<file path="config.mk">
export PLATFORM = sky130hd
export DESIGN_NAME = io_write_arbiter_flat
export DESIGN_NICKNAME = d
export VERILOG_FILES = /design/src/rtl/io_write_if.sv /design/src/rtl/io_write_arbiter.sv /design/src/flat_wrapper.sv
export SDC_FILE = /design/constraint.sdc
export NUM_CORES = 1
export LEC_CHECK = 0
export ABC_AREA = 1
export ABC_CLOCK_PERIOD_IN_PS = 2100
export BUFFER_PORTS_ARGS = -buffer_cell sky130_fd_sc_hd__buf_2
export CORE_MARGIN = 3
export CORE_UTILIZATION = 40
export DETAILED_ROUTE_END_ITERATION = 7
export GPL_TIMING_DRIVEN = 0
export HOLD_SLACK_MARGIN = 0.15
export MAX_ROUTING_LAYER = met4
export PLACE_DENSITY = 0.72
export SETUP_SLACK_MARGIN = 0.02
export SLEW_MARGIN = 0
export SYNTH_ARGS = -nofsm -noshare
export SYNTH_HDL_FRONTEND = slang
export SYNTH_SLANG_ARGS = --single-unit
</file>
<file path="constraint.sdc">
create_clock -name clk -period 2.1 [get_ports clk]
set_clock_uncertainty 0.1 [all_clocks]
set_input_delay 0.63 -clock clk [delete_from_list [all_inputs] [get_ports clk]]
set_output_delay 0.63 -clock clk [all_outputs]
set_load 0.05 [all_outputs]
</file>
<file path="src/rtl/io_write_if.sv">
// Write-request bundle between two requesters and the IO write arbiter,
// plus the registered IO-memory write port and stdout/debug status.
interface io_write_if;
  logic        req0_valid;
  logic [31:0] req0_addr;
  logic [31:0] req0_data;
  logic        req0_ready;
  logic        req1_valid;
  logic [31:0] req1_addr;
  logic [31:0] req1_data;
  logic        req1_ready;
  logic [31:0] mem_writeaddr;
  logic [31:0] mem_writedata;
  logic        mem_writeenable;
  logic        stdout_strobe;
  logic        stdout_busy;
  logic        grant_id;
  logic        dbg_state;
  logic        dbg_ptr;

  modport slave (
    input  req0_valid, req0_addr, req0_data,
    input  req1_valid, req1_addr, req1_data,
    output req0_ready, req1_ready,
    output mem_writeaddr, mem_writedata, mem_writeenable,
    output stdout_strobe, stdout_busy, grant_id, dbg_state, dbg_ptr
  );

  modport master (
    output req0_valid, req0_addr, req0_data,
    output req1_valid, req1_addr, req1_data,
    input  req0_ready, req1_ready,
    input  mem_writeaddr, mem_writedata, mem_writeenable,
    input  stdout_strobe, stdout_busy, grant_id, dbg_state, dbg_ptr
  );
endinterface

</file>
<file path="src/rtl/io_write_arbiter.sv">
// Round-robin arbiter for two IO write requesters with a stdout (word 0)
// hold-off window; the selected write is registered onto the memory port.
module io_write_arbiter #(
  parameter int unsigned STDOUT_BUSY = 16
) (
  input  logic      clk,
  input  logic      reset,
  io_write_if.slave bus
);
  // Handshake: a transfer happens in a cycle where reqN_valid && reqN_ready;
  // requesters hold valid/addr/data stable until then. Ready is combinational
  // from the valids, addresses and registered state, never both high.

  typedef enum logic {IDLE = 1'b0, BUSY = 1'b1} stdout_state_e;

  localparam logic [7:0] BUSY_CYCLES = 8'(STDOUT_BUSY);

  stdout_state_e state, state_next;
  logic [7:0]    cnt, cnt_next;
  logic          ptr;
  logic          we_q;
  logic [31:0]   addr_q;
  logic [31:0]   data_q;
  logic          strobe_q;
  logic          grant_q;

  logic          busy;
  logic          word0_0, word0_1;
  logic          elig0, elig1;
  logic          gnt0, gnt1;
  logic          xfer;
  logic          sel_word0;
  logic [31:0]   sel_addr;
  logic [31:0]   sel_data;

  assign busy    = (state == BUSY);
  assign word0_0 = (bus.req0_addr[31:2] == 30'd0);
  assign word0_1 = (bus.req1_addr[31:2] == 30'd0);

  // A blocked word-0 request is simply not eligible, so it never takes the turn.
  assign elig0 = bus.req0_valid && !(word0_0 && busy);
  assign elig1 = bus.req1_valid && !(word0_1 && busy);

  assign gnt0 = !reset && elig0 && (!elig1 || (ptr == 1'b0));
  assign gnt1 = !reset && elig1 && (!elig0 || (ptr == 1'b1));
  assign xfer = gnt0 || gnt1;

  assign sel_addr  = gnt1 ? bus.req1_addr : bus.req0_addr;
  assign sel_data  = gnt1 ? bus.req1_data : bus.req0_data;
  assign sel_word0 = gnt1 ? word0_1 : word0_0;

  always_comb begin
    state_next = state;
    cnt_next   = cnt;
    case (state)
      IDLE: begin
        if (xfer && sel_word0) begin
          state_next = BUSY;
          cnt_next   = BUSY_CYCLES;
        end
      end
      BUSY: begin
        // cnt reaches 1 in the last busy cycle; word 0 is eligible the cycle after.
        if (cnt <= 8'd1) begin
          state_next = IDLE;
          cnt_next   = 8'd0;
        end else begin
          cnt_next = cnt - 8'd1;
        end
      end
      default: begin
        state_next = IDLE;
        cnt_next   = 8'd0;
      end
    endcase
  end

  always_ff @(posedge clk) begin
    if (reset) begin
      state    <= IDLE;
      cnt      <= 8'd0;
      ptr      <= 1'b0;
      we_q     <= 1'b0;
      addr_q   <= 32'd0;
      data_q   <= 32'd0;
      strobe_q <= 1'b0;
      grant_q  <= 1'b0;
    end else begin
      state    <= state_next;
      cnt      <= cnt_next;
      we_q     <= xfer;
      strobe_q <= xfer && sel_word0;
      if (xfer) begin
        addr_q  <= sel_addr;
        data_q  <= sel_data;
        grant_q <= gnt1;
        ptr     <= ~gnt1;
      end
    end
  end

  assign bus.req0_ready      = gnt0;
  assign bus.req1_ready      = gnt1;
  assign bus.mem_writeenable = we_q;
  assign bus.mem_writeaddr   = addr_q;
  assign bus.mem_writedata   = data_q;
  assign bus.stdout_strobe   = strobe_q;
  assign bus.stdout_busy     = busy;
  assign bus.grant_id        = grant_q;
  assign bus.dbg_state       = state;
  assign bus.dbg_ptr         = ptr;
endmodule

</file>
<file path="src/flat_wrapper.sv">
// flat-port wrapper written by rule: the top's interface ports become plain ports
module io_write_arbiter_flat 
#(
  parameter int unsigned STDOUT_BUSY = 16
)
  (clk, reset, bus_req0_valid, bus_req0_addr, bus_req0_data, bus_req1_valid, bus_req1_addr, bus_req1_data, bus_req0_ready, bus_req1_ready, bus_mem_writeaddr, bus_mem_writedata, bus_mem_writeenable, bus_stdout_strobe, bus_stdout_busy, bus_grant_id, bus_dbg_state, bus_dbg_ptr);
  io_write_if bus_i ();
  input  logic clk;
  input  logic reset;
  input wire logic [$bits(bus_i.req0_valid)-1:0] bus_req0_valid;
  input wire logic [$bits(bus_i.req0_addr)-1:0] bus_req0_addr;
  input wire logic [$bits(bus_i.req0_data)-1:0] bus_req0_data;
  input wire logic [$bits(bus_i.req1_valid)-1:0] bus_req1_valid;
  input wire logic [$bits(bus_i.req1_addr)-1:0] bus_req1_addr;
  input wire logic [$bits(bus_i.req1_data)-1:0] bus_req1_data;
  output wire logic [$bits(bus_i.req0_ready)-1:0] bus_req0_ready;
  output wire logic [$bits(bus_i.req1_ready)-1:0] bus_req1_ready;
  output wire logic [$bits(bus_i.mem_writeaddr)-1:0] bus_mem_writeaddr;
  output wire logic [$bits(bus_i.mem_writedata)-1:0] bus_mem_writedata;
  output wire logic [$bits(bus_i.mem_writeenable)-1:0] bus_mem_writeenable;
  output wire logic [$bits(bus_i.stdout_strobe)-1:0] bus_stdout_strobe;
  output wire logic [$bits(bus_i.stdout_busy)-1:0] bus_stdout_busy;
  output wire logic [$bits(bus_i.grant_id)-1:0] bus_grant_id;
  output wire logic [$bits(bus_i.dbg_state)-1:0] bus_dbg_state;
  output wire logic [$bits(bus_i.dbg_ptr)-1:0] bus_dbg_ptr;
  assign bus_i.req0_valid = bus_req0_valid;
  assign bus_i.req0_addr = bus_req0_addr;
  assign bus_i.req0_data = bus_req0_data;
  assign bus_i.req1_valid = bus_req1_valid;
  assign bus_i.req1_addr = bus_req1_addr;
  assign bus_i.req1_data = bus_req1_data;
  assign bus_req0_ready = bus_i.req0_ready;
  assign bus_req1_ready = bus_i.req1_ready;
  assign bus_mem_writeaddr = bus_i.mem_writeaddr;
  assign bus_mem_writedata = bus_i.mem_writedata;
  assign bus_mem_writeenable = bus_i.mem_writeenable;
  assign bus_stdout_strobe = bus_i.stdout_strobe;
  assign bus_stdout_busy = bus_i.stdout_busy;
  assign bus_grant_id = bus_i.grant_id;
  assign bus_dbg_state = bus_i.dbg_state;
  assign bus_dbg_ptr = bus_i.dbg_ptr;
  io_write_arbiter #(.STDOUT_BUSY(STDOUT_BUSY)) u_core (.clk(clk), .reset(reset), .bus(bus_i));
endmodule
</file>
Word level (Yosys, flattened, before mapping)
Index checks and enable logic that the tools add are counted.
{"block": "totals", "ff_bits": 77, "in_bits": 132, "out_inout_bits": 72}
{"block": "classes", "n_addsub": 1, "order_cmp": 1, "eq_ne": 1, "n_mux": 9, "n_bitwise": 3, "n_reduce_logical": 19}
{"operator": "$mux 32", "count": 2}
{"operator": "$logic_not 30->1", "count": 2}
{"operator": "$mux 8", "count": 2}
{"operator": "$pmux 8 s2", "count": 1}
{"operator": "$logic_and 1x1->1", "count": 9}
{"operator": "$le 8x1->1 const B", "count": 1}
{"operator": "$sub 8x1->8 const B", "count": 1}
{"operator": "$logic_not 1->1", "count": 5}
{"operator": "$logic_or 1x1->1", "count": 3}
{"operator": "$mux 1", "count": 3}
{"operator": "$not 1->1", "count": 3}
{"operator": "$ne 2x1->1 const B", "count": 1}
{"operator": "$pmux 1 s2", "count": 1}

Depth between registers and ports, before layout
{"block": "logic_depth", "word_depth": 11, "mapped_depth": 15, "ltp_nobuf": 14}

Worst setup path after synthesis
Ideal clock, no wire load.
{"block": "synth_timing", "path_kind": "input -> output", "start": "input port bus_req1_addr[26]", "end": "output port bus_req0_ready", "arrival_ps": 1625, "required_time_ps": 1370, "path_slack_ps": -255, "stages": 10, "n_path_buf": 1, "cell_sequence": "inv_1 -> nand2_1 -> nor2_1 -> nand2_1 -> nor2_2 -> nand3_2 -> nand3_1 -> nand2_1 -> inv_1 -> buf_2"}
{"block": "synth_between", "elab_chain_len": 7}
{"element": "start, declared", "line_no": "flat_wrapper.sv:14", "text": "input wire logic [$bits(bus_i.req1_addr)-1:0] bus_req1_addr;"}
{"element": "$logic_not 30->1", "line_no": "io_write_arbiter.sv:38", "text": "assign word0_1 = (bus.req1_addr[31:2] == 30'd0);"}
{"element": "$logic_and 1x1->1", "line_no": "io_write_arbiter.sv:42", "text": "assign elig1 = bus.req1_valid && !(word0_1 && busy);"}
{"element": "$logic_not 1->1", "line_no": "io_write_arbiter.sv:42"}
{"element": "$logic_and 1x1->1", "line_no": "io_write_arbiter.sv:42"}
{"element": "$logic_not 1->1", "line_no": "io_write_arbiter.sv:44", "text": "assign gnt0 = !reset && elig0 && (!elig1 || (ptr == 1'b0));"}
{"element": "$logic_or 1x1->1", "line_no": "io_write_arbiter.sv:44"}
{"element": "$logic_and 1x1->1", "line_no": "io_write_arbiter.sv:44"}
{"element": "end, declared", "line_no": "flat_wrapper.sv:16", "text": "output wire logic [$bits(bus_i.req0_ready)-1:0] bus_req0_ready;"}
No other way between the ends.

Worst setup path after layout
{"block": "layout_timing", "start": "input port bus_req0_addr[16]", "end": "output port bus_req0_ready"}
{"block": "layout_between", "elab_chain_len": 6}
{"element": "start, declared", "line_no": "flat_wrapper.sv:11", "text": "input wire logic [$bits(bus_i.req0_addr)-1:0] bus_req0_addr;"}
{"element": "$logic_not 30->1", "line_no": "io_write_arbiter.sv:37", "text": "assign word0_0 = (bus.req0_addr[31:2] == 30'd0);"}
{"element": "$logic_and 1x1->1", "line_no": "io_write_arbiter.sv:41", "text": "assign elig0 = bus.req0_valid && !(word0_0 && busy);"}
{"element": "$logic_not 1->1", "line_no": "io_write_arbiter.sv:41"}
{"element": "$logic_and 1x1->1", "line_no": "io_write_arbiter.sv:41"}
{"element": "$logic_and 1x1->1 (2 in a row)", "line_no": "io_write_arbiter.sv:44"}
No other way between the ends.

==> metrics.md <==
| Metric | Value |
|---|---|
| Worst-path cell chain | `buf_6, nor2_4, nand4_1, nor2_2, nand3_2, nand3_2, inv_2, nand2_2, inv_2, buf_6, buf_8` |
| Layout cells sized above 1 | `37.7%` |
| Worst Path Class, Setup | `in -> out` |
| Status | `finished, violations left` |
| Syn Nets | `756` |
| Initial Util | `41.4%` |
| Clock transition at path regs | `around 80 ps` |
| Pin count of the biggest net entering global routing | `19` |
| Die Area | `11400 µm²` |
| YS warnings | `0` |
| Max-slew violation count | `0` |
| Mapped Cells | `around 620` |
| DRT iter0 DRCs | `261` |
| Commonest non-fill, non-tap cell in the layout | `buf_2` |
| Primary FF master, synth | `dfxtp_1` |
| Library cells used by synthesis | `32` |
| Reg2reg setup slack | `250 ps` |
| Via count | `4599` |
| RD Place Congestion | `0.839` |
| Via density | `around 4.6` |
| Hold Fails Final Rpt | `0` |
| Final setup fails | `2` |
| Min-Delay Endpoint | `u_core.bus.grant_id` |
| R2R Path Start | `u_core.bus.dbg_state` |
| Fmax | `0.399 GHz` |
| Worst hold start | `u_core.bus.grant_id` |
| Post-DP HPWL | `between 9 and 10 mm` |
| Clk sink count | `77` |
| Switching share of power | `about a third` |
| Post-synth ARST share | `0%` |
| Total GRT Usage | `21.8%` |
| # IOs | `slightly above 200` |
| Fill cells | `955` |
| Worst slack, placed | `-690 ps` |
| Overflow after GRT | `0` |
| Clock Path Buffers | `2` |
| Final WS setup | `-404 ps` |
| Register area share after synthesis | `a little under two fifths` |
| RSZ-0062 raised after global routing | `yes` |
| Iteration count of the initial detailed-routing pass | `4` |
| Area Overhead vs Synth | `49.5%` |
| Worst Path Required | `1370 ps` |
| Max IR drop VDD | `approximately 0.48 mV` |
| WHS Path Cells | `2` |
| Routed WL per cell | `about 13 µm` |
| Failing checks | `setup timing` |
| Min-delay worst type | `reg -> reg` |
| Rel. slew slack | `approximately two thirds` |
| CTS Root Cell | `clkbuf_8` |
| CTS Hold Bufs | `0` |
| Most frequent cells in the layout | `buf_2 (194), nand2_1 (192), inv_1 (79)` |
| Antenna violations before repair | `0` |
| Maximum Capacitance Violations | `0` |
| Synthesized flop and latch total | `77` |
| Clock power share | `31.3%` |
| Crit path launch type | `primary input` |
| DIE WIDTH | `107 µm` |
| DRT antenna net count | `0` |
| H-tree depth | `3` |
| Vias in the first global route | `just over 4000` |
| Core area | `9820 µm²` |
| Layout Cells excl Fill | `994` |
| Sequential fraction of design power | `between 30% and 40%` |
| Drt drc | `0` |
| Finished Core Util | `61.8%` |
| CTS Buf Count | `9` |
| CTS tree | `built` |
| Post-synth EDFFs | `0` |
| PnR Total Power | `4.08 mW` |
| Switch Pwr | `1.39 mW` |
| Worst Setup End Kind | `output pin` |
| Slew of the pin with the lowest slew margin | `507 ps` |
| Rows | `36` |
| Final period util | `119%` |
| Reg area | `1540 µm²` |
| Worst-path fanout max | `2` |
| Nets@finish | `990` |
| R2r endpoint | `u_core.bus.mem_writeaddr[19]` |
| Internal | `around 2.7 mW` |
| Chip Height | `around 110 µm` |
| Post-route cell area | `6070 µm²` |
| Leakage power | `roughly 3.5 nW` |
| Cells on worst reg2reg path | `10` |
| Global-route wire length before repair | `19.6 mm` |
| Crit-path max cell delay | `between 150 and 200 ps` |
| Comb power frac | `29.2%` |
| Multi-input logic area | `2040 µm²` |
| Worst-Skew Late Latency | `350 ps` |
| Critical-path top delay cell | `nor2_2` |
| Mapped Area | `slightly above 4000 µm²` |
| Cells after DPL | `957` |
| Port Buffer Count | `202` |
| Placement Cell Area | `5260 µm²` |
| Routed WL | `approximately 13 mm` |
| Ant. Diodes | `0` |
| Syn_area_per_cell | `6.53 µm²` |
| Minimum clock period | `approximately 2500 ps` |
| WP data arrival | `~1800 ps` |
| Pwr per Cell Area | `672 nW/µm²` |
[stage by stage]
| step | hold slack, ps | TNS (ps) |
|---|---|---|
| CTS | 391 | -748 |
| floorplan | 354 | -283 |
| global placement | 371 | -18420 |
| finish | 393 | -765 |
| global route | 402 | -2130 |
| detailed placement | 375 | -18250 |
[flip-flops by register name, summed over array words and instances (netlist names)]
name	flops
u_core.bus.dbg_ptr	1
u_core.bus.dbg_state	1
u_core.bus.grant_id	1
u_core.bus.mem_writeaddr	32
u_core.bus.mem_writedata	32
u_core.bus.mem_writeenable	1
u_core.bus.stdout_strobe	1
u_core.cnt	8
[layout make-up]
cell class                      instances  area share [%]
Buffer                                 32            4.95
Sequential cell                        77            25.4
Clock inverter                          5            1.38
Timing Repair Buffer                  224            23.5
Clock buffer                           11            2.33
Inverter                               96            6.06
Multi-Input combinational cell        416            33.6
Tap cell                              133            2.74
[kinds of logic (layout without fill, tap and decap cells)]
family | Yosys count | in the layout | synth area share, %
adders and majority gates | 2 | 2 | 0.616
AOI/OAI and AO/OA | 70 | 70 | 9.83
buffers and inverters | 129 | 368 | 15.6
xor gates and xnor gates | 4 | 4 | 0.863
DFF | 77 | 77 | 38.0
and+or+nand+nor | 340 | 340 | 35.1
[synth_stat cells, types with 3 or more instances]
cell	count	area, µm²
nand2_1	199	747
nand4_1	4	25.0
buf_6	10	113
o211ai_1	17	128
nor2_1	65	244
inv_1	88	330
o21ai_0	19	95.1
clkbuf_1	3	11.3
inv_2	7	26.3
a21oi_1	13	65.1
o21ai_1	18	90.1
buf_4	6	45.0
buf_2	11	55.1
dfxtp_1	77	1540
nand3_1	58	290
xor2_1	3	26.3
[what timing repair did]
action	CTS	global route
gates cloned	0	5
resized for setup	43	54
pin swaps	20	14
setup endpoints to repair	2	75
buffers inserted	10	7
[metal layers]
layer  vias to the layer above  routed length [µm]  GRT usage (%)  share of wire (%)
li1                       2386                   -              -                  -
met1                      2070                5700           28.3                 44
met2                       137                6590           36.0                 51
met3                         6                 693           4.27                5.3
met4                         0                  55           4.20               0.42
met5                         -                   0              -                  0
[worst max path at each step]
stage	startpoint	depth (start not counted)	to
4_1_cts	bus_req0_addr[27]	11	bus_req0_ready
5_1_grt	bus_req0_addr[16]	11	bus_req0_ready
3_5_place_dp	bus_req0_addr[29]	10	bus_req1_ready
2_1_floorplan	bus_req1_addr[3]	10	bus_req1_ready
3_3_place_gp	bus_req0_addr[17]	10	bus_req1_ready
6_report	bus_req0_addr[16]	11	bus_req0_ready
[power by group through the flow]
stage | clock (mW) | sequential [mW] | combinational [mW]
after floorplan | 0 | 1.99 | 0.383
after global placement | 0 | 1.64 | 1.06
after detailed placement | 0 | 1.64 | 1.06
after CTS | 1.29 | 1.61 | 1.10
after global routing | 1.36 | 1.62 | 1.28
final | 1.28 | 1.61 | 1.19
[critical path, delay by kind of cell]
| kind | cells | cell delay (ps) |
|---|---|---|
| buffers and inverters | 5 | 430 |
| and+or+nand+nor | 6 | 700 |
No activity file was read; power rests on OpenSTA's default activity.
